[config.mk]
export PLATFORM = sky130hd
export DESIGN_NAME = uart_tx_queue
export DESIGN_NICKNAME = d
export VERILOG_FILES = /design/src/rtl/uart_pkg.sv /design/src/rtl/uart_tx_queue_if.sv /design/src/rtl/sync_byte_fifo.sv /design/src/rtl/uart_tx_queue.sv
export SDC_FILE = /design/constraint.sdc
export NUM_CORES = 1
export LEC_CHECK = 0
export CAP_MARGIN = 20
export CORE_ASPECT_RATIO = 0.8
export CORE_MARGIN = 3
export CORE_UTILIZATION = 30
export CTS_BUF_LIST = sky130_fd_sc_hd__clkbuf_4 sky130_fd_sc_hd__clkbuf_8
export CTS_CLUSTER_DIAMETER = 100
export DETAILED_ROUTE_END_ITERATION = 12
export DONT_BUFFER_PORTS = 1
export PLACE_DENSITY = 0.53
export SLEW_MARGIN = 20
export SYNTH_ARGS = -nofsm -noshare
export SYNTH_HDL_FRONTEND = slang
export SYNTH_HIERARCHICAL = 1
export SYNTH_SLANG_ARGS = --single-unit
[constraint.sdc]
create_clock -name i_Clock -period 4.15 [get_ports i_Clock]
set_clock_uncertainty 0.05 [all_clocks]
set_input_delay 0.83 -clock i_Clock [delete_from_list [all_inputs] [get_ports i_Clock]]
set_output_delay 0.83 -clock i_Clock [all_outputs]
set_load 0.05 [all_outputs]
[src/rtl/uart_pkg.sv]
// Shared types and constants for the UART echo datapath: transmit-sequencer
// state encoding, CR/LF byte values and the default bit period.
package uart_pkg;

    typedef enum logic [1:0] {
        IDLE      = 2'd0,
        BUSY      = 2'd1,
        GUARD     = 2'd2,
        LF_LAUNCH = 2'd3
    } tx_state_e;

    localparam logic [7:0] CR = 8'h0D;
    localparam logic [7:0] LF = 8'h0A;

    localparam int CLKS_PER_BIT = 104;

endpackage

[src/rtl/uart_tx_queue_if.sv]
// Push/pop bus between the transmit sequencer (master) and the byte FIFO (slave).
interface uart_tx_queue_if #(
    parameter int DEPTH = 16
);
    localparam int ADDR_W = $clog2(DEPTH);

    logic              push;
    logic [7:0]        push_data;
    logic              pop;
    logic [7:0]        head;
    logic [ADDR_W:0]   count;
    logic              full;
    logic              empty;

    modport master (
        output push, push_data, pop,
        input  head, count, full, empty
    );

    modport slave (
        input  push, push_data, pop,
        output head, count, full, empty
    );

endinterface

[src/rtl/sync_byte_fifo.sv]
// Synchronous byte FIFO: DEPTH entries (power of two), first-word-fall-through
// head, occupancy count and full/empty flags. A push while full only lands
// when a pop frees a slot in the same cycle.
module sync_byte_fifo #(
    parameter int DEPTH = 16
) (
    input  logic        clk,
    input  logic        rst_n,
    uart_tx_queue_if.slave bus
);

    localparam int ADDR_W = $clog2(DEPTH);
    localparam logic [ADDR_W:0] DEPTH_CNT = (ADDR_W + 1)'(DEPTH);

    logic [7:0]        mem_q [DEPTH];
    logic [ADDR_W-1:0] wr_ptr_q;
    logic [ADDR_W-1:0] rd_ptr_q;
    logic [ADDR_W:0]   count_q;
    logic [ADDR_W:0]   count_d;
    logic              wr_en;
    logic              rd_en;

    assign rd_en = bus.pop && (count_q != '0);
    assign wr_en = bus.push && ((count_q != DEPTH_CNT) || rd_en);

    always_comb begin
        // NOTE: assign a default before any branch so count_d is driven on every path and no latch is inferred.
        count_d = count_q;
        if (wr_en && !rd_en) begin
            count_d = count_q + 1'b1;
        end else if (!wr_en && rd_en) begin
            count_d = count_q - 1'b1;
        end
    end

    // NOTE: the storage array is deliberately left out of reset; count and pointers alone define which entries are valid.
    always_ff @(posedge clk) begin
        if (wr_en) begin
            mem_q[wr_ptr_q] <= bus.push_data;
        end
    end

    // NOTE: sequential state uses non-blocking assignments so every flop samples pre-edge values.
    always_ff @(posedge clk or negedge rst_n) begin
        if (!rst_n) begin
            wr_ptr_q <= '0;
            rd_ptr_q <= '0;
            count_q  <= '0;
        end else begin
            if (wr_en) begin
                wr_ptr_q <= wr_ptr_q + 1'b1;
            end
            if (rd_en) begin
                rd_ptr_q <= rd_ptr_q + 1'b1;
            end
            count_q <= count_d;
        end
    end

    assign bus.head  = mem_q[rd_ptr_q];
    assign bus.count = count_q;
    assign bus.full  = (count_q == DEPTH_CNT);
    assign bus.empty = (count_q == '0);

endmodule

[src/rtl/uart_tx_queue.sv]
// Byte queue and transmit sequencer between uart_rx and uart_tx. Optional
// feature macro UART_TX_QUEUE_CRLF_EN appends LF after every transmitted CR.
module uart_tx_queue
    import uart_pkg::*;
#(
    parameter  int DEPTH  = 16,
    localparam int ADDR_W = $clog2(DEPTH)
) (
    input  logic              i_Clock,
    input  logic              i_Reset_n,
    input  logic              i_Rx_DV,
    input  logic [7:0]        i_Rx_Byte,
    output logic              o_Tx_DV,
    output logic [7:0]        o_Tx_Byte,
    input  logic              i_Tx_Active,
    input  logic              i_Tx_Done,
    output logic [ADDR_W:0]   o_Count,
    output logic              o_Full,
    output logic              o_Empty,
    output logic              o_Overflow
);

    uart_tx_queue_if #(.DEPTH(DEPTH)) fifo_bus ();

    sync_byte_fifo #(.DEPTH(DEPTH)) u_fifo (
        .clk   (i_Clock),
        .rst_n (i_Reset_n),
        .bus   (fifo_bus)
    );

    tx_state_e   state_q;
    logic        tx_dv_q;
    logic [7:0]  tx_byte_q;
    logic        overflow_q;
    logic        launch;

    // Pop and launch share one condition, so the head leaves the FIFO on the
    // same edge that raises o_Tx_DV.
    assign launch = (state_q == IDLE) && !fifo_bus.empty && !i_Tx_Active;

    assign fifo_bus.push      = i_Rx_DV;
    assign fifo_bus.push_data = i_Rx_Byte;
    assign fifo_bus.pop       = launch;

    always_ff @(posedge i_Clock or negedge i_Reset_n) begin
        if (!i_Reset_n) begin
            state_q    <= IDLE;
            tx_dv_q    <= 1'b0;
            tx_byte_q  <= 8'h00;
            overflow_q <= 1'b0;
        end else begin
            tx_dv_q <= 1'b0;
            if (i_Rx_DV && fifo_bus.full && !launch) begin
                overflow_q <= 1'b1;
            end
            case (state_q)
                IDLE: begin
                    if (launch) begin
                        tx_dv_q   <= 1'b1;
                        tx_byte_q <= fifo_bus.head;
                        state_q   <= BUSY;
                    end
                end
                BUSY: begin
                    if (i_Tx_Done) begin
                        state_q <= GUARD;
                    end
                end
                GUARD: begin
`ifdef UART_TX_QUEUE_CRLF_EN
                    // tx_byte_q still holds the byte just sent; an LF never re-triggers.
                    state_q <= (tx_byte_q == CR) ? LF_LAUNCH : IDLE;
`else
                    state_q <= IDLE;
`endif
                end
`ifdef UART_TX_QUEUE_CRLF_EN
                LF_LAUNCH: begin
                    if (!i_Tx_Active) begin
                        tx_dv_q   <= 1'b1;
                        tx_byte_q <= LF;
                        state_q   <= BUSY;
                    end
                end
`endif
                default: state_q <= IDLE;
            endcase
        end
    end

    assign o_Tx_DV    = tx_dv_q;
    assign o_Tx_Byte  = tx_byte_q;
    assign o_Count    = fifo_bus.count;
    assign o_Full     = fifo_bus.full;
    assign o_Empty    = fifo_bus.empty;
    assign o_Overflow = overflow_q;

endmodule

==> results of run 1 <==
through the flow:
step | instance area, sq um | util | instances
after global routing | 7000 | 0.346 | 655
after floorplan | 6280 | - | 362
after CTS | 7000 | 0.346 | 655
after detailed placement | 6590 | 0.326 | 622
final | 7000 | 0.346 | 655
after global placement | 6590 | 0.326 | 622
critical path: stages, from the launching register on:
cell	delay (ns)
dfrtp_1	0.38
or4_1	0.54
nor2_2	0.49
buf_4	0.25
nor4_4	0.09
o21ai_4	0.23
inv_4	0.08
ha_1	0.24
inv_1	0.16
ha_1	0.27
a21o_1	0.16
a21oi_1	0.18
mux2i_1	0.24
xnor2_1	0.14
cell type report:
type	instances	area, sq um
fillers	1887	13200
flip-flops and latches	153	4470
multi-input cells	184	1670
clock buffers	17	234
well taps	264	330
repair buffers	12	103
clock inverters	15	154
inverters	10	40.0
placed cells by master, fill, tap and decap left out, types with 5 or more instances in the layout:
master,synthesis,final
ha_1,10,10
a221oi_1,8,8
buf_4,0,11
mux2_2,16,16
o21ai_0,20,20
a21oi_1,10,10
xnor2_1,9,9
clkbuf_8,0,17
mux4_2,16,16
nand2_1,21,21
a22oi_1,8,8
edfxtp_1,128,128
clkinv_4,0,5
and2_1,17,17
mux2i_1,25,25
dfrtp_1,25,24
inv_1,8,8
layer usage:
layer,global-route usage,up-vias,wire length [um]
li1,-,1428,-
met1,0.171,1624,6380
met2,0.183,55,6000
met3,0.0335,12,621
met4,0.0436,0,169
met5,0,-,0
state kept, by name, summed over array words and instances (netlist names):
name,count
o_Tx_DV,1
u_fifo/bus.count,5
u_fifo/mem_q,128
u_fifo/wr_ptr_q,4
u_fifo/rd_ptr_q,4
o_Tx_Byte,8
o_Overflow,1
state_q,2
cells by family (layout without fill, tap and decap cells):
| logic type | Yosys count | in the layout | synth area share |
|---|---|---|---|
| DFF | 153 | 153 | 0.712 |
| muxes | 57 | 57 | 0.126 |
| and+or+nand+nor | 56 | 56 | 0.0502 |
| AOI/OAI and AO/OA | 50 | 50 | 0.0508 |
| buffers and inverters | 25 | 54 | 0.0245 |
| adders and majority gates | 11 | 11 | 0.0231 |
| xor gates and xnor gates | 10 | 10 | 0.0139 |
worst paths after layout:
path | start | end
worst max-delay path | u_fifo/bus.count[1] | u_fifo/bus.count[4]
min in group i_Clock | i_Tx_Active | o_Tx_DV
max in group asynchronous | i_Reset_n | u_fifo/rd_ptr_q[0]
worst max register to register | u_fifo/bus.count[1] | u_fifo/bus.count[4]
worst min register to register | state_q[0] | o_Tx_DV
worst min-delay path | i_Reset_n | o_Tx_DV
repair_timing:
action | 4_1_cts | 5_1_grt
hold endpoints to repair | 25 | 0
hold buffers | 1 | 0
setup endpoints to repair | 0 | 0
power by group through the flow:
stage | clock network [mW] | logic [mW] | registers, mW
after floorplan | 0 | 1.17 | 2.32
after global placement | 0 | 1.53 | 2.37
after detailed placement | 0 | 1.55 | 2.37
after CTS | 1.12 | 1.56 | 2.34
after global routing | 1.18 | 1.69 | 2.37
final | 1.09 | 1.54 | 2.33
==> impl_metrics.tcl, run 1 <==
set metrics [dict create \
    outcome "complete, no violations" \
    n_antenna_cell 0 \
    fin_setup_tns_ns 0 \
    rsz0062_at_grt "no" \
    power_switching_mw 1.84 \
    tritoncts.num_buffers 17 \
    yosys.area.top_type "edfxtp_1" \
    postSynthAreaPerCell_sq_um 17.4 \
    rrSetupSlack_ns 0.58 \
    vias 3119 \
    hold_viol_final 0 \
    fin_crit_ns 3.57 \
    fmax_ghz 0.280 \
    initial_core_util 0.311 \
    power.total_mw 4.96 \
    synthArstFlopShare 0.163 \
    synth_seq_cells 153 \
    drt_first_pass_iters 5 \
    cts_setup_buffers 0 \
    arrival_ns 3.89 \
    path_class "reg2reg" \
    yosysSeqAreaShare 0.712 \
    place.gp.congestion 0.736 \
    synth_enable_flop_cells 128 \
    cts_max_path_buffers 2 \
    seqPwrFrac 0.469 \
    grt_first_pass_wirelength_um 20100 \
    wl_per_cell_um 20.1 \
    grt_max_degree 26 \
    grt-ovfl-total 0 \
    ir_drop_mv 0.265 \
    synthCells 362 \
    cp_data_required_time_ns 4.47 \
    r2r_cells 13 \
    cts_tree "yes" \
    power.share.clock 0.219 \
    synthTopCellsByCount "128 x edfxtp_1, 25 x dfrtp_1, 25 x mux2i_1" \
    htree_levels 4 \
    p_leak_nw 2.39 \
    path_max_fanout 12 \
    syn_nets 386 \
    nets 402 \
    via_per_inst 4.76 \
    num_rows 46 \
    drive_above_1_share 0.217 \
    core-area_sq_um 20200 \
    grt_use_total 0.122 \
    ys.flop_type "edfxtp_1" \
    max_slew_margin 0.426 \
    critPathLaunchType "register" \
    setup_violations 0 \
    worst_slew_pin_slew_ns 0.855 \
    drc 0 \
    cts.sinks 153 \
    detail-route-antenna-nets 0 \
    syn_area_sq_um 6280 \
    layout_setup_ws_ns 0.581 \
    p_per_area_nw_per_um2 708 \
    finalHoldWorstSlack_ns 0.143 \
    swShare 0.372 \
    power_frac_comb 0.311 \
    cts_root_buffer "clkbuf_8" \
    synth_most_common_cell "edfxtp_1" \
    synth.distinct_cells 38 \
    synth_largest_type_area_fraction 0.612 \
    io_buffer_count 0 \
    cp-end-kind "register" \
    antenna_found_initial 0 \
    hpwl_um 8860 \
    die_h_um 135 \
    ioPinCount 30 \
    dieArea_sq_um 22700 \
    dp_worst_setup_slack_ns 0.601 \
    drt_wl_total_um 13200 \
    yosys-top-cells-area "edfxtp_1 61%, dfrtp_1 10%, mux4_2 5.7%" \
    drv_slew 0 \
    drtIter0Drc 235 \
    grt_pass1_vias 3216 \
    insertion_delay_ns 0.44 \
    hold_path_class "in2async" \
    cap_violations 0 \
    final.period_utilization 0.860 \
    die_w_um 168 \
    path_clk_slew_ns 0.08 \
    cts_resized 0 \
    area_delta_synth_final_pct 11.4 \
    ys_warn_count 6 \
    power.internal_mw 3.11 \
]
Power figures use the tool's default switching activity.
==> inputs of run 2 (changes only) <==
--- a/config.mk
+++ b/config.mk
@@ -6,6 +6,8 @@
 export NUM_CORES = 1
 export LEC_CHECK = 0
 export CAP_MARGIN = 20
+export CELL_PAD_IN_SITES_DETAIL_PLACEMENT = 1
+export CELL_PAD_IN_SITES_GLOBAL_PLACEMENT = 2
 export CORE_ASPECT_RATIO = 0.8
 export CORE_MARGIN = 3
 export CORE_UTILIZATION = 30
@@ -13,7 +15,7 @@
 export CTS_CLUSTER_DIAMETER = 100
 export DETAILED_ROUTE_END_ITERATION = 12
 export DONT_BUFFER_PORTS = 1
-export PLACE_DENSITY = 0.53
+export PLACE_DENSITY = 0.63
 export SLEW_MARGIN = 20
 export SYNTH_ARGS = -nofsm -noshare
 export SYNTH_HDL_FRONTEND = slang
==> run 2 against run 1 <==
Flip-flop and latch count unchanged. Register-to-register slack got worse by 0.08 ns. Die area unchanged.
==> impl_metrics.tcl, run 2 (synthesis results as in run 1) <==
set metrics [dict create \
    fin_setup_tns_ns 0 \
    htree_levels 4 \
    drv_slew 0 \
    max_slew_margin 0.296 \
    cp-end-kind "register" \
    crit_path_start "u_fifo/bus.count[1]" \
    cap_violations 0 \
    n_antenna_cell 0 \
    num-fill-cells 2009 \
    antenna_found_initial 0 \
    cts_root_buffer "clkbuf_8" \
    area_delta_synth_final_pct 11.6 \
    setup_violations 0 \
    insertion_delay_ns 0.45 \
    wl_per_cell_um 20.3 \
    drt_wl_total_um 13200 \
    cts_tree "yes" \
    final.period_utilization 0.880 \
    multi_input_area_sq_um 1670 \
    cts.sinks 153 \
    grt_use_total 0.123 \
    regArea_sq_um 4470 \
    via_per_inst 4.73 \
    nets 399 \
    mostFrequentLayoutCells "128 x edfxtp_1, 25 x mux2i_1, 24 x dfrtp_1" \
    critPathLaunchType "register" \
    initial_core_util 0.311 \
    place.gp.congestion 0.757 \
    grt_max_degree 34 \
    worst_slew_pin_slew_ns 1.05 \
    outcome "complete, no violations" \
    postCtsHoldBufs 1 \
    fin_crit_ns 3.65 \
    die_h_um 135 \
    hold_viol_final 0 \
    num_rows 46 \
    rsz0062_at_grt "no" \
    path_class "reg2reg" \
    grt_pass1_vias 3271 \
    dieArea_sq_um 22700 \
    p_leak_nw 2.40 \
    tritoncts.num_buffers 17 \
    arrival_ns 3.98 \
    path_clk_slew_ns 0.08 \
    detail-route-antenna-nets 0 \
    die_w_um 168 \
    hpwl_um 8680 \
    grt-ovfl-total 0 \
    fmax_ghz 0.274 \
    core-area_sq_um 20200 \
    final_cells 652 \
    cts_max_path_buffers 2 \
    drc 0 \
    ir_drop_mv 0.344 \
    drt_first_pass_iters 4 \
    largest_reg_flops 128 \
    hold_path_class "in2async" \
    cts_resized 0 \
    path_max_fanout 12 \
    drive_above_1_share 0.211 \
    placedCellCount 619 \
    p_per_area_nw_per_um2 720 \
    r2r-start "u_fifo/bus.count[1]" \
    io_buffer_count 0 \
    mostFrequentLayoutCell "edfxtp_1" \
    vias 3084 \
    cp_data_required_time_ns 4.48 \
    cts_setup_buffers 0 \
    drtIter0Drc 189 \
    finalHoldWorstSlack_ns 0.134 \
    grt_first_pass_wirelength_um 20500 \
    regMostFlops "u_fifo/mem_q" \
    ioPinCount 30 \
]
[run 2: cell count changes in the layout (fill, tap and decap cells not counted)]
| cell | previous run | this run |
|---|---|---|
| clkinv_4 | 5 | 0 |
| buf_4 | 11 | 7 |
| clkinv_2 | 3 | 5 |
| buf_12 | 1 | 2 |
| bufinv_16 | 2 | 3 |
| clkbuf_4 | 0 | 1 |
| clkbuf_8 | 17 | 18 |
| clkinvlp_4 | 3 | 2 |
| inv_6 | 1 | 2 |
[run 2: layer usage]
layer  GRT usage  up-vias  wire length [um]  share of wire
li1            -     1424                 -              -
met1       0.173     1612              6560           0.49
met2       0.185       34              6050           0.46
met3      0.0335       14               450          0.034
met4      0.0450        0               189          0.014
met5           0        -                 0              0
[run 2: final cells by class]
class                   count  area share
flip-flops and latches    153       0.638
multi-input cells         184       0.238
well taps                 264      0.0471
clock buffers              19      0.0364
clock inverters            13      0.0216
repair buffers              9      0.0132
inverters                  10     0.00571
[run 2: worst paths after layout]
| kind | end | slack, ns | depth (start not counted) |
|---|---|---|---|
| max in group asynchronous | u_fifo/rd_ptr_q[0] | 3.74 | 1 |
| setup reg to reg | u_fifo/bus.count[4] | 0.50 | 12 |
| setup / recovery | u_fifo/bus.count[4] | 0.50 | 12 |
| min in group i_Clock | o_Tx_DV | 0.39 | 1 |
| hold reg to reg | o_Tx_DV | 0.48 | 1 |
| hold / removal | u_fifo/bus.count[3] | 0.13 | 1 |
[run 2: through the flow]
step | utilization | total power [mW] | instance area (sq um) | setup WS, ns
after floorplan | - | 3.48 | 6280 | 0.510
after global placement | 0.326 | 3.89 | 6580 | 0.547
after detailed placement | 0.326 | 3.92 | 6580 | 0.433
after CTS | 0.347 | 5.11 | 7010 | 0.516
after global routing | 0.347 | 5.33 | 7010 | 0.356
final | 0.347 | 5.04 | 7010 | 0.500
[run 2: worst max-delay path, stage by stage (launching register included)]
cell	delay [ns]
dfrtp_1	0.39
or4_1	0.53
nor2_2	0.56
nor4_4	0.23
o21ai_4	0.27
inv_4	0.08
ha_1	0.25
inv_1	0.16
ha_1	0.27
a21o_1	0.16
a21oi_1	0.20
mux2i_1	0.27
xnor2_1	0.15
[run 2: power breakdown]
| part | switching (mW) | internal, mW |
|---|---|---|
| Sequential | 0.422 | 1.91 |
| Combinational | 0.876 | 0.666 |
| Clock | 0.552 | 0.613 |
| Total | 1.85 | 3.19 |
